==> src/rtl/pfgen_stride.sv <==
// Stride prefetch generator. Each table entry tracks one hashed load PC. A
// D-cache miss either trains its entry or allocates a new one. Once the same
// non-zero line stride has been seen often enough, a prefetch op is issued
// through a single registered output slot that holds steady under backpressure.
module pfgen_stride #(
  parameter int NENT     = 4,
  parameter int PC_W     = 12,
  parameter int ADDR_W   = 39,
  parameter int STRIDE_W = 12
) (
  input  logic                clk,
  input  logic                reset,
  input  logic                dctopfg_miss_valid,
  output logic                dctopfg_miss_retry,
  input  logic [PC_W-1:0]     dctopfg_miss_pc,
  input  logic [ADDR_W-1:0]   dctopfg_miss_laddr,
  output logic                pfgtopfe_op_valid,
  input  logic                pfgtopfe_op_retry,
  output logic [ADDR_W-1:0]   pfgtopfe_op_laddr,
  output logic [STRIDE_W-1:0] pfgtopfe_op_stride,
  output logic [1:0]          pfgtopfe_op_degree,
  output logic [15:0]         pfg_nissued
);

  localparam int IDX_W = (NENT > 1) ? $clog2(NENT) : 1;

  // Sign-extends a line stride to the full line-address width.
  function automatic logic [ADDR_W-1:0] sext_stride(input logic signed [STRIDE_W-1:0] s);
    return {{(ADDR_W-STRIDE_W){s[STRIDE_W-1]}}, s};
  endfunction

  // True when an address difference is representable as a signed stride.
  function automatic logic stride_fits(input logic [ADDR_W-1:0] d);
    return ({{(ADDR_W-STRIDE_W){d[STRIDE_W-1]}}, d[STRIDE_W-1:0]} == d);
  endfunction

  // Confidence counter increment that saturates at 3.
  function automatic logic [1:0] conf_sat_inc(input logic [1:0] c);
    return (c == 2'd3) ? 2'd3 : c + 2'd1;
  endfunction

  // Stride table.
  logic                       ent_vld    [NENT];
  logic [PC_W-1:0]            ent_tag    [NENT];
  logic [ADDR_W-1:0]          ent_last   [NENT];
  logic signed [STRIDE_W-1:0] ent_stride [NENT];
  logic [1:0]                 ent_conf   [NENT];
  logic [IDX_W-1:0]           rr_ptr;

  // Stage p0: lookup and update computation for the offered miss.
  logic                       accept_p0;
  logic                       hit_p0;
  logic [IDX_W-1:0]           hit_idx_p0;
  logic                       free_p0;
  logic [IDX_W-1:0]           free_idx_p0;
  logic [IDX_W-1:0]           alloc_idx_p0;
  logic [ADDR_W-1:0]          delta_p0;
  logic                       delta_fits_p0;
  logic signed [STRIDE_W-1:0] delta_s_p0;
  logic signed [STRIDE_W-1:0] cur_stride_p0;
  logic [1:0]                 cur_conf_p0;
  logic                       same_p0;
  logic [1:0]                 upd_conf_p0;
  logic signed [STRIDE_W-1:0] upd_stride_p0;
  logic                       gen_p0;
  logic [ADDR_W-1:0]          gen_laddr_p0;
  logic [1:0]                 gen_degree_p0;

  // Stage p1: registered output slot.
  logic                       vld_p1;
  logic [ADDR_W-1:0]          op_laddr_p1;
  logic signed [STRIDE_W-1:0] op_stride_p1;
  logic [1:0]                 op_degree_p1;
  logic [15:0]                nissued_p1;
  logic                       xfer_p1;

  assign xfer_p1            = vld_p1 & ~pfgtopfe_op_retry;
  assign dctopfg_miss_retry = vld_p1 & pfgtopfe_op_retry;
  assign accept_p0          = dctopfg_miss_valid & ~dctopfg_miss_retry;

  assign pfgtopfe_op_valid  = vld_p1;
  assign pfgtopfe_op_laddr  = op_laddr_p1;
  assign pfgtopfe_op_stride = op_stride_p1;
  assign pfgtopfe_op_degree = op_degree_p1;
  assign pfg_nissued        = nissued_p1;

  // Tag match across valid entries and lowest-index free entry search.
  always_comb begin
    hit_p0      = 1'b0;
    hit_idx_p0  = '0;
    free_p0     = 1'b0;
    free_idx_p0 = '0;
    for (int i = 0; i < NENT; i++) begin
      if (ent_vld[i] && (ent_tag[i] == dctopfg_miss_pc)) begin
        hit_p0     = 1'b1;
        hit_idx_p0 = IDX_W'(i);
      end
    end
    for (int i = NENT - 1; i >= 0; i--) begin
      if (!ent_vld[i]) begin
        free_p0     = 1'b1;
        free_idx_p0 = IDX_W'(i);
      end
    end
  end

  assign alloc_idx_p0 = free_p0 ? free_idx_p0 : rr_ptr;

  // Training update of the hit entry and the prefetch op it may produce.
  always_comb begin
    cur_stride_p0 = ent_stride[hit_idx_p0];
    cur_conf_p0   = ent_conf[hit_idx_p0];
    delta_p0      = dctopfg_miss_laddr - ent_last[hit_idx_p0];
    delta_fits_p0 = stride_fits(delta_p0);
    delta_s_p0    = delta_p0[STRIDE_W-1:0];
    same_p0       = delta_fits_p0 && (delta_s_p0 != '0) && (delta_s_p0 == cur_stride_p0);
    upd_conf_p0   = same_p0 ? conf_sat_inc(cur_conf_p0) : 2'd0;
    if (same_p0) begin
      upd_stride_p0 = cur_stride_p0;
    end else if (delta_fits_p0) begin
      upd_stride_p0 = delta_s_p0;
    end else begin
      upd_stride_p0 = '0;
    end
    gen_p0        = accept_p0 && hit_p0 && (upd_conf_p0 >= 2'd2) && (upd_stride_p0 != '0);
    gen_laddr_p0  = dctopfg_miss_laddr + sext_stride(upd_stride_p0);
    gen_degree_p0 = (upd_conf_p0 == 2'd3) ? 2'd2 : 2'd1;
  end

  // Table write: train on a hit, otherwise allocate (round-robin when full).
  always_ff @(posedge clk) begin
    if (reset) begin
      for (int i = 0; i < NENT; i++) begin
        ent_vld[i]    <= 1'b0;
        ent_conf[i]   <= 2'd0;
        ent_stride[i] <= '0;
      end
      rr_ptr <= '0;
    end else if (accept_p0) begin
      if (hit_p0) begin
        ent_last[hit_idx_p0]   <= dctopfg_miss_laddr;
        ent_stride[hit_idx_p0] <= upd_stride_p0;
        ent_conf[hit_idx_p0]   <= upd_conf_p0;
      end else begin
        ent_vld[alloc_idx_p0]    <= 1'b1;
        ent_tag[alloc_idx_p0]    <= dctopfg_miss_pc;
        ent_last[alloc_idx_p0]   <= dctopfg_miss_laddr;
        ent_stride[alloc_idx_p0] <= '0;
        ent_conf[alloc_idx_p0]   <= 2'd0;
        if (!free_p0) begin
          rr_ptr <= (rr_ptr == IDX_W'(NENT - 1)) ? '0 : rr_ptr + IDX_W'(1);
        end
      end
    end
  end

  // Output slot: a new op may only arrive when the slot is empty or draining.
  always_ff @(posedge clk) begin
    if (reset) begin
      vld_p1       <= 1'b0;
      op_laddr_p1  <= '0;
      op_stride_p1 <= '0;
      op_degree_p1 <= 2'd0;
    end else if (gen_p0) begin
      vld_p1       <= 1'b1;
      op_laddr_p1  <= gen_laddr_p0;
      op_stride_p1 <= upd_stride_p0;
      op_degree_p1 <= gen_degree_p0;
    end else if (xfer_p1) begin
      vld_p1 <= 1'b0;
    end
  end

  // Wrapping count of ops handed to the prefetch engine.
  always_ff @(posedge clk) begin
    if (reset) begin
      nissued_p1 <= 16'd0;
    end else if (xfer_p1) begin
      nissued_p1 <= nissued_p1 + 16'd1;
    end
  end

endmodule

==> config.mk <==
export PLATFORM = sky130hd
export DESIGN_NAME = pfgen_stride
export DESIGN_NICKNAME = d
export VERILOG_FILES = /design/src/rtl/pfgen_stride.sv
export SDC_FILE = /design/constraint.sdc
export NUM_CORES = 1
export LEC_CHECK = 0
export ABC_AREA = 1
export CAP_MARGIN = 15
export CORE_MARGIN = 2
export CORE_UTILIZATION = 25
export DETAILED_ROUTE_END_ITERATION = 16
export HOLD_SLACK_MARGIN = 0.08
export PLACE_DENSITY_LB_ADDON = 0.2
export SETUP_SLACK_MARGIN = 0.1
export SLEW_MARGIN = 20
export SYNTH_ARGS = -nofsm -noshare
export SYNTH_HDL_FRONTEND = slang
export SYNTH_SLANG_ARGS = --single-unit
==> constraint.sdc <==
create_clock -name clk -period 10 [get_ports clk]
set_clock_uncertainty 0.2 [all_clocks]
set_input_delay 1.5 -clock clk [delete_from_list [all_inputs] [get_ports clk]]
set_output_delay 1.5 -clock clk [all_outputs]
set_load 0.005 [all_outputs]
==> results of run 1 <==
==> metal layers <==
metal	wire length (um)	up-vias	GRT usage, %
met5	0	-	0
met2	30040	492	25.75
met3	4789	61	3.381
li1	-	8913	-
met4	1191	0	3.614
met1	33480	8546	23.85
==> power by group through the flow <==
stage          clock network [mW]  registers [mW]  logic (mW)
5_1_grt                      1.55            1.55       0.469
4_1_cts                      1.50            1.55       0.420
3_3_place_gp                    0            1.58       0.421
3_5_place_dp                    0            1.58       0.418
2_1_floorplan                   0            1.58       0.245
6_report                     1.45            1.55       0.423
==> stage by stage <==
step | setup WS (ns) | total power, mW | util, % | instances
after floorplan | 1.519 | 1.822 | - | 2524
after global placement | 0.3490 | 2.000 | 29.06 | 3751
after detailed placement | 0.3496 | 1.998 | 29.07 | 3751
after CTS | 0.9164 | 3.471 | 30.68 | 3824
after global routing | 0.1117 | 3.573 | 30.68 | 3824
final | 0.8231 | 3.426 | 30.68 | 3824
==> cell type report <==
cell class / count / area [um^2] / share of cell area (%)
clock buffers: 54 / 1136 / 4.612
clock inverters: 19 / 160.2 / 0.6502
inverters: 324 / 1219 / 4.947
multi-input cells: 1793 / 9278 / 37.66
flip-flops and latches: 336 / 9369 / 38.04
well taps: 1060 / 1326 / 5.384
repair buffers: 238 / 2145 / 8.706
==> sequential cells by signal, summed over array words and instances (netlist names) <==
name and cells:
ent_last 156, pfg_nissued 16, ent_tag 48, rr_ptr 2, ent_conf 8, pfgtopfe_op_degree 2, ent_stride 48, pfgtopfe_op_laddr 39
pfgtopfe_op_stride 12, ent_vld 4, pfgtopfe_op_valid 1
==> synthesized netlist by cell type (all sizes together) (3+ instances only) <==
library cell  count
o21a              4
a31o             11
clkbuf           39
or2              12
nand2           722
o2111ai           3
nor4             11
nand4            92
a31oi             5
buf              32
o21ai            62
o22ai            27
a21o              7
o21bai            5
nand3           129
inv             320
a211oi            4
o211ai           51
xor2             42
ha               78
a221oi           13
nor2            277
a21oi           146
nand3b            8
nor3             33
xnor2            26
dfxtp            72
edfxtp          264
a21boi            3
clkinv            4
and2              3
==> how the worst max path moves through the flow <==
stage                                                     to  slack, ns                 from
final                     pfgtopfe_op_laddr[28]$_SDFFE_PP0P_       0.82  dctopfg_miss_pc[10]
after global routing      pfgtopfe_op_laddr[24]$_SDFFE_PP0P_       0.11  dctopfg_miss_pc[10]
after CTS                 pfgtopfe_op_laddr[20]$_SDFFE_PP0P_       0.92   dctopfg_miss_pc[4]
after detailed placement  pfgtopfe_op_laddr[20]$_SDFFE_PP0P_       0.35   dctopfg_miss_pc[4]
after global placement    pfgtopfe_op_laddr[30]$_SDFFE_PP0P_       0.35   dctopfg_miss_pc[4]
after floorplan           pfgtopfe_op_laddr[24]$_SDFFE_PP0P_       1.52   dctopfg_miss_pc[4]
==> cell families (layout without fill, tap and decap cells) <==
family,after synthesis,count (layout),synth area share (%)
buffers and inverters,395,635,7.892
AO/OA/AOI/OAI,349,349,10.55
adder cells (fa/ha/maj),80,80,5.030
flip-flops,336,336,46.39
XOR/XNOR,68,68,3.023
AND/OR/NAND/NOR,1296,1296,27.12
==> worst max-delay path, delay by kind of cell <==
kind | cells | cell delay [ns]
and+or+nand+nor | 22 | 2.72
xor gates and xnor gates | 1 | 0.15
AOI/OAI and AO/OA | 13 | 2.62
buffers and inverters | 8 | 1.68
adders and majority gates | 2 | 0.66
==> what timing repair did <==
| action | CTS | global route |
|---|---|---|
| buffers inserted | 0 | 0 |
| setup endpoints to repair | 0 | 3 |
| resized for setup | 0 | 1 |
| hold buffers | 0 | 0 |
==> results.sh, run 1 <==
export IMPL_drt_total_wl_um=69500
export IMPL_status="finished, final reports clean"
export IMPL_hp_start="pfg_nissued[15]$_SDFFE_PP0P_"
export IMPL_final_common_cell="nand2_1"
export IMPL_grt_max_degree=63
export IMPL_relSlewSlack_pct=34.57
export IMPL_netlist_top_cells_area="edfxtp_1 39%, nand2_1 13%, dfxtp_1 7.1%, inv_1 5.5%, nor2_1 5.1%"
export IMPL_async_flop_share_pct=0
export IMPL_cap_viol_max_count=0
export IMPL_synth_top_area_share_pct=39.25
export IMPL_p_switching_mw=0.9178
export IMPL_period_share_pct=91.77
export IMPL_ys_seq_area_share_pct=46.39
export IMPL_finalSetupTns_ns=0
export IMPL_crit_type="in -> reg"
export IMPL_pwr_share_seq_pct=45.3
export IMPL_synth_enable_flop_cells=264
export IMPL_synth_top_cell_by_area="edfxtp_1"
export IMPL_synth_nets=2659
export IMPL_final_nets=2868
export IMPL_ys_ff_latch=336
export IMPL_core_region_area_mm2=0.08029
export IMPL_ys_flop_type="edfxtp_1"
export IMPL_dr_pass1_iters=7
export IMPL_crit_arrival_ns=9.47
export IMPL_cts_tree="yes"
export IMPL_r2r_end="pfgtopfe_op_laddr[28]$_SDFFE_PP0P_"
export IMPL_synth_warning_count=0
export IMPL_drc_errors=0
export IMPL_avgRoutedWirePerCell_um=18.17
export IMPL_dp_hpwl_um=51680
export IMPL_timing_rr_start="ent_tag[1][10]$_DFFE_PP_"
export IMPL_power_frac_comb_pct=12.3
export IMPL_track_usage_pct=16.64
export IMPL_numClockSinks=336
export IMPL_clkPwrFrac_pct=42.4
export IMPL_clock_fmax_mhz=109.0
export IMPL_synthCells=2524
export IMPL_clk_latency_ns=0.58
export IMPL_max_stage_delay_ns=0.54
export IMPL_r2r_setup_slack_ns=1.98
export IMPL_final_cell_mix="715 x nand2_1, 297 x inv_1, 274 x nor2_1"
export IMPL_grt_pass1_wl_um=106700
export IMPL_setup_violations=0
export IMPL_h_tree_depth=2
export IMPL_ios=126
export IMPL_syn_area_mm2=0.02020
export IMPL_switching_share_pct=26.79
export IMPL_design_area_mm2=0.02463
export IMPL_antenna_found_initial=3
export IMPL_cts_buffers=40
export IMPL_power_internal_mw=2.508
export IMPL_drtAntennaViolNets=0
export IMPL_p_per_area_mw_per_mm2=139.1
export IMPL_endpoint_kind="register"
export IMPL_cpMaxStageDelayCell="clkdlybuf4s50_1"
export IMPL_min_to="pfg_nissued[15]$_SDFFE_PP0P_"
export IMPL_whs_ns=0.2575
export IMPL_viasPerCell=4.710
export IMPL_clockBufferDepth=3
export IMPL_vias=18010
export IMPL_syn_avg_cell_area_um2=8.002
export IMPL_drive_above_1_share_pct=8.792
export IMPL_hold_viol=0
export IMPL_grt_pass1_vias=17820
export IMPL_dieWidth_um=288.2
export IMPL_initial_core_util_pct=25.16
export IMPL_ff2ff_path_depth=44
export IMPL_path_clk_slew_ns=0.06
export IMPL_fillers=8556
export IMPL_diodes=0
export IMPL_grt_ovfl_total=0
export IMPL_rsz0062_at_grt="no"
export IMPL_dieArea_mm2=0.08308
export IMPL_port_buffers=125
export IMPL_min_period_ns=9.177
export IMPL_synth_distinct_cells=61
export IMPL_drtIter0Drc=1239
export IMPL_cp_required_ns=10.30
export IMPL_slew_violations=0
export IMPL_cpMostUsedCell="nand2_1"
export IMPL_start_kind="input port"
export IMPL_root_buffer="clkbuf_16"
export IMPL_die_h_um=288.2
export IMPL_hold_path_depth=1
export IMPL_p_leak_nw=10.32
export IMPL_area_growth_syn_to_layout_pct=21.95
export IMPL_placed_cell_area_mm2=0.02334
export IMPL_worstMarginPinSlew_ns=0.9778
export IMPL_cp_max_fo=56
export IMPL_rows=104
export IMPL_gp_congestion=0.9358
export IMPL_hold_path_class="reg -> reg"
export IMPL_ir_drop_v=0.00009419
Note: power is estimated with default switching activity, not from simulation.
==> run 2: changes to the inputs <==
Settings changed: CORE_MARGIN 2 to 4, DONT_BUFFER_PORTS from default to 1.
==> run 2 against run 1 <==
Worst setup slack better by 0.063 ns; fmax is 0.69% higher; cell count is 5.5% lower; total power is 1.9% lower; cell area is 7.5% lower; critical path depth is 1 lower; worst hold slack better by 0.023 ns; first-iteration DRC count is 5.2% higher; wire length is 1.5% lower; flip-flop and latch count stayed put.
==> results.sh, run 2 (synthesized netlist as in run 1, its figures left out) <==
export IMPL_status="finished, final reports clean"
export IMPL_setup_violations=0
export IMPL_critical_path_top_delay_family="simple AND/OR/NAND/NOR gates"
export IMPL_fin_util_pct=28.67
export IMPL_cts_setup_buffers=0
export IMPL_endpoint_kind="register"
export IMPL_antenna_found_initial=2
export IMPL_hold_buffers=0
export IMPL_stdcell_count=3614
export IMPL_clk_latency_ns=0.58
export IMPL_grt_pass1_wl_um=102900
export IMPL_numClockSinks=336
export IMPL_vias=17240
export IMPL_regArea_mm2=0.009369
export IMPL_wl_met1_um=32380
export IMPL_drive_above_1_share_pct=6.318
export IMPL_cap_viol_max_count=0
export IMPL_port_buffers=0
export IMPL_cp_max_fo=13
export IMPL_initial_core_util_pct=25.40
export IMPL_final_cell_mix="715 x nand2_1, 294 x inv_1, 273 x nor2_1"
export IMPL_min_period_ns=9.114
export IMPL_clock_fmax_mhz=109.7
export IMPL_period_share_pct=91.14
export IMPL_placed_cell_area_mm2=0.02149
export IMPL_track_usage_pct=15.49
export IMPL_viasPerCell=4.770
export IMPL_ios=126
export IMPL_rsz0062_at_grt="no"
export IMPL_dieArea_mm2=0.08540
export IMPL_highest_layer="met4"
export IMPL_avgRoutedWirePerCell_um=18.94
export IMPL_multi_input_area_mm2=0.009280
export IMPL_drtIter0Drc=1303
export IMPL_cts_tree="yes"
export IMPL_wl_met3_um=4616
export IMPL_start_kind="input port"
export IMPL_largest_register="ent_last"
export IMPL_cpMostUsedCell="nand2_1"
export IMPL_path_clk_slew_ns=0.06
export IMPL_crit_arrival_ns=9.41
export IMPL_drtAntennaViolNets=0
export IMPL_largest_register_ffs=156
export IMPL_crit_type="in -> reg"
export IMPL_final_nets=2669
export IMPL_gp_congestion=0.9020
export IMPL_critPathBufInv=9
export IMPL_finalSetupTns_ns=0
export IMPL_cpMaxStageDelayCell="xor2_2"
export IMPL_dr_pass1_iters=6
export IMPL_grt_ovfl_total=0
export IMPL_slew_violations=0
export IMPL_max_stage_delay_ns=0.61
export IMPL_clockBufferDepth=3
export IMPL_relSlewSlack_pct=32.83
export IMPL_area_growth_syn_to_layout_pct=12.87
export IMPL_dr_wl_met2_um=29970
export IMPL_cp_required_ns=10.30
export IMPL_h_tree_depth=2
export IMPL_dp_cells=3541
export IMPL_root_buffer="clkbuf_16"
export IMPL_diodes=0
export IMPL_hold_viol=0
export IMPL_dieWidth_um=292.2
export IMPL_dp_hpwl_um=51370
export IMPL_hold_path_class="reg -> reg"
export IMPL_core_region_area_mm2=0.07952
export IMPL_rows=103
export IMPL_total_power_mw=3.362
export IMPL_final_common_cell="nand2_1"
export IMPL_drt_total_wl_um=68450
export IMPL_cts_resized=0
export IMPL_grt_max_degree=66
export IMPL_p_per_area_mw_per_mm2=147.5
export IMPL_fillers=8467
export IMPL_worstMarginPinSlew_ns=1.004
export IMPL_reg_largest_list="ent_last (156), ent_stride (48), ent_tag (48)"
export IMPL_drc_errors=0
export IMPL_grt_pass1_vias=16780
export IMPL_die_h_um=292.2
export IMPL_design_area_mm2=0.02280
export IMPL_ir_drop_v=0.00009718
export IMPL_p_leak_nw=9.471
export IMPL_cts_buffers=41
[run 2: area by class of cell]
class / instances / share of cell area (%)
multi-input combinational: 1793 / 40.71
inverter: 324 / 5.346
tap: 1050 / 5.763
timing repair buffer: 38 / 1.361
clock buffer: 52 / 4.835
sequential: 336 / 41.10
clock inverter: 21 / 0.8891
[run 2: final timing paths]
path                                           from                                 end  slack (ns)  cells past startpoint
setup / recovery                 dctopfg_miss_pc[2]  pfgtopfe_op_laddr[24]$_SDFFE_PP0P_        0.89                     45
hold / removal    pfgtopfe_op_laddr[0]$_SDFFE_PP0P_   pfgtopfe_op_laddr[0]$_SDFFE_PP0P_        0.28                      2
setup reg to reg           ent_tag[1][10]$_DFFE_PP_  pfgtopfe_op_laddr[24]$_SDFFE_PP0P_        1.40                     46
hold reg to reg   pfgtopfe_op_laddr[0]$_SDFFE_PP0P_   pfgtopfe_op_laddr[0]$_SDFFE_PP0P_        0.28                      2
[run 2: where the power goes]
part / leakage [nW] / internal [mW] / switching (mW)
clock network: 0.629 / 0.858 / 0.602
registers: 3.06 / 1.54 / 0.0104
logic: 5.78 / 0.107 / 0.244
[run 2: through the flow]
| step | setup slack (ns) | hold WS [ns] |
|---|---|---|
| 3_5_place_dp | 0.3737 | 0.2705 |
| 6_report | 0.8861 | 0.2808 |
| 4_1_cts | 0.9397 | 0.2843 |
| 2_1_floorplan | 1.519 | 0.2475 |
| 3_3_place_gp | 0.3616 | 0.2712 |
| 5_1_grt | 0.1396 | 0.2992 |
[run 2: routing by layer]
metal  track usage [%]  vias up
met3             3.996       82
met4             3.599        0
met5                 0        -
li1                  -     8523
met1             21.48     8253
met2             24.27      379
[run 2: worst reg2reg max path, delay by kind of cell, from the launching register on]
kind                       cells  cell delay [ns]
buffers and inverters          9             1.38
xor gates and xnor gates       2             0.76
AOI/OAI and AO/OA             12             2.40
adders and majority gates      3             0.99
DFF                            1             0.40
and+or+nand+nor               20             2.36
==> run 3: changes to the inputs <==
Settings changed: ABC_AREA 1 to 0, PLACE_DENSITY_LB_ADDON 0.2 to default, SKIP_LAST_GASP from default to 1.
==> run 3 against run 2 <==
Core utilization rose by 0.34 points; count of clock-buffer cells in the layout fell by 4; largest power group unchanged; total power fell by 1.7%; sequential share of layout area rose by 3.0 points; critical path depth fell by 10; die area fell by 8.0%; wire length fell by 24%; worst setup slack got worse by 0.18 ns; non-clock buffer count rose by 30; register-to-register slack got worse by 0.12 ns; synthesized cell count fell by 31%; flip-flop and latch count did not move.
==> results.sh, run 3 <==
export IMPL_status="finished, final reports clean"
export IMPL_synthCells=1745
export IMPL_syn_avg_cell_area_um2=10.63
export IMPL_netlist_top_cells_area="edfxtp_1 43%, dfxtp_1 7.8%, ha_1 5.3%, mux2i_1 4.7%, nor2_1 4.6%"
export IMPL_ys_ff_latch=336
export IMPL_cp_max_fo=12
export IMPL_dr_pass1_iters=5
export IMPL_hp_start="pfgtopfe_op_laddr[25]$_SDFFE_PP0P_"
export IMPL_top_usage_layer="met2"
export IMPL_grt_pass1_wl_um=80610
export IMPL_numClockSinks=336
export IMPL_final_common_cell="edfxtp_1"
export IMPL_largest_register_ffs=156
export IMPL_switching_share_pct=23.93
export IMPL_startpoint="dctopfg_miss_pc[5]"
export IMPL_cp_required_ns=10.22
export IMPL_synth_enable_flop_cells=264
export IMPL_die_h_um=280.4
export IMPL_pwr_share_seq_pct=46.8
export IMPL_p_switching_mw=0.7909
export IMPL_grt_pass1_vias=13410
export IMPL_r2r_end="pfgtopfe_op_laddr[38]$_SDFFE_PP0P_"
export IMPL_track_usage_pct=12.90
export IMPL_drtIter0Drc=934
export IMPL_ys_seq_area_share_pct=50.52
export IMPL_period_share_pct=92.95
export IMPL_grt_ovfl_total=0
export IMPL_syn_area_mm2=0.01855
export IMPL_synth_warning_count=0
export IMPL_drtAntennaViolNets=0
export IMPL_initial_core_util_pct=25.33
export IMPL_crit_type="in -> reg"
export IMPL_antenna_found_initial=0
export IMPL_grt_max_degree=84
export IMPL_yosysMostFrequentCell="edfxtp_1"
export IMPL_design_area_mm2=0.02124
export IMPL_cts_resized=0
export IMPL_synth_top_cell_by_area="edfxtp_1"
export IMPL_final_cell_mix="264 x edfxtp_1, 226 x nor2_1, 131 x a21oi_1"
export IMPL_gp_congestion=0.8834
export IMPL_largest_register="ent_last"
export IMPL_h_tree_depth=2
export IMPL_crit_arrival_ns=9.51
export IMPL_start_kind="input port"
export IMPL_ios=126
export IMPL_vias=13620
export IMPL_drive_above_1_share_pct=8.589
export IMPL_r2r_setup_slack_ns=1.28
export IMPL_gr_usage_met3_pct=2.480
export IMPL_core_region_area_mm2=0.07321
export IMPL_pre_cts_slack_ns=0.1259
export IMPL_area_growth_syn_to_layout_pct=14.50
export IMPL_synth_top_area_share_pct=42.74
export IMPL_synth_common_cells="264 x edfxtp_1, 228 x nor2_1, 132 x a21oi_1"
export IMPL_placed_cell_area_mm2=0.01999
export IMPL_timing_rr_start="ent_tag[1][5]$_DFFE_PP_"
export IMPL_drc_errors=0
export IMPL_whs_ns=0.3195
export IMPL_root_buffer="clkbuf_16"
export IMPL_relSlewSlack_pct=28.65
export IMPL_dp_hpwl_um=37930
export IMPL_power_internal_mw=2.514
export IMPL_diodes=0
export IMPL_fin_util_pct=29.01
export IMPL_p_per_area_mw_per_mm2=155.6
export IMPL_dieWidth_um=280.4
export IMPL_finalSetupTns_ns=0
export IMPL_critPathBufInv=4
export IMPL_dp_cells=2687
export IMPL_drt_total_wl_um=52110
export IMPL_setup_violations=0
export IMPL_async_flop_share_pct=0
export IMPL_total_power_mw=3.305
export IMPL_path_clk_slew_ns=0.06
export IMPL_crit_cells=35
export IMPL_ff2ff_path_depth=35
export IMPL_port_buffers=0
export IMPL_grtUsageMet2_pct=22.33
export IMPL_rsz0062_at_grt="no"
export IMPL_ys_flop_type="edfxtp_1"
export IMPL_avgRoutedWirePerCell_um=18.93
export IMPL_cts_buffers=36
export IMPL_cpMaxStageDelayCell="or4b_1"
export IMPL_cpMostUsedCell="a21oi_1"
export IMPL_stdcell_count=2752
export IMPL_clockBufferDepth=3
export IMPL_viasPerCell=4.951
export IMPL_cap_viol_max_count=0
export IMPL_endpoint="pfgtopfe_op_laddr[38]$_SDFFE_PP0P_"
export IMPL_hold_path_class="reg -> reg"
export IMPL_globalRouteMet1Util_pct=16.60
export IMPL_clk_latency_ns=0.54
export IMPL_synth_nets=1880
export IMPL_power_frac_comb_pct=11.3
export IMPL_p_leak_nw=7.530
export IMPL_critical_path_top_delay_family="compound AO/OA/AOI/OAI gates"
export IMPL_clock_fmax_mhz=107.6
export IMPL_synth_distinct_cells=87
export IMPL_reg_largest_list="ent_last (156), ent_stride (48), ent_tag (48)"
export IMPL_endpoint_kind="register"
export IMPL_rows=99
export IMPL_setup_ws_ns=0.7045
export IMPL_dieArea_mm2=0.07861
export IMPL_max_stage_delay_ns=0.69
export IMPL_worstMarginPinSlew_ns=1.067
export IMPL_final_nets=1901
export IMPL_hold_buffers=0
export IMPL_hold_viol=0
export IMPL_cts_setup_buffers=0
export IMPL_cts_tree="yes"
export IMPL_ir_drop_v=0.00008407
export IMPL_min_period_ns=9.295
export IMPL_slew_violations=0
export IMPL_clkPwrFrac_pct=41.9
[run 3: cell families after synthesis]
logic type               after synthesis  share of synthesized area (%)
AND/OR/NAND/NOR                      565                          14.98
multiplexers                          90                          4.871
AO/OA/AOI/OAI                        411                          14.90
XOR/XNOR                             134                          6.328
adder cells (fa/ha/maj)               80                          5.478
flip-flops                           336                          50.52
buffers and inverters                129                          2.928
[run 3: how the worst min path moves through the flow]
stage / to / slack, ns / cells past startpoint
3_3_place_gp: rr_ptr[1]$_SDFFE_PP0P_ / 0.31 / 2
6_report: pfgtopfe_op_laddr[25]$_SDFFE_PP0P_ / 0.32 / 2
5_1_grt: pfgtopfe_op_laddr[25]$_SDFFE_PP0P_ / 0.33 / 2
2_1_floorplan: pfgtopfe_op_stride[3]$_SDFFE_PP0P_ / 0.26 / 2
3_5_place_dp: pfgtopfe_op_laddr[25]$_SDFFE_PP0P_ / 0.31 / 2
4_1_cts: pfgtopfe_op_laddr[25]$_SDFFE_PP0P_ / 0.33 / 2
[run 3: area by class of cell]
| cell class | instances | area (um^2) |
|---|---|---|
| Timing Repair Buffer | 68 | 589.3 |
| Multi-Input combinational cell | 1280 | 8686 |
| Tap cell | 959 | 1200 |
| Sequential cell | 336 | 9369 |
| Fill cell | 7444 | 51970 |
| Inverter | 44 | 168.9 |
| Clock buffer | 48 | 997.2 |
| Clock inverter | 17 | 225.2 |
[run 3: metal layers]
| metal | vias up | wire (um) |
|---|---|---|
| met2 | 352 | 25140 |
| met4 | 0 | 1052 |
| met1 | 6646 | 22770 |
| met3 | 60 | 3145 |
| li1 | 6566 | - |
| met5 | - | 0 |
[run 3: power groups by stage]
stage | clock [mW] | sequential (mW) | combinational [mW]
floorplan | 0 | 1.58 | 0.264
global placement | 0 | 1.58 | 0.366
detailed placement | 0 | 1.58 | 0.366
CTS | 1.42 | 1.55 | 0.369
global route | 1.47 | 1.55 | 0.409
finish | 1.39 | 1.55 | 0.372
[run 3: tightest hold or removal path, cell delays in order (launching register included)]
cell and delay [ns]:
dfxtp_1 0.33, nand2b_1 0.08, o22ai_1 0.07
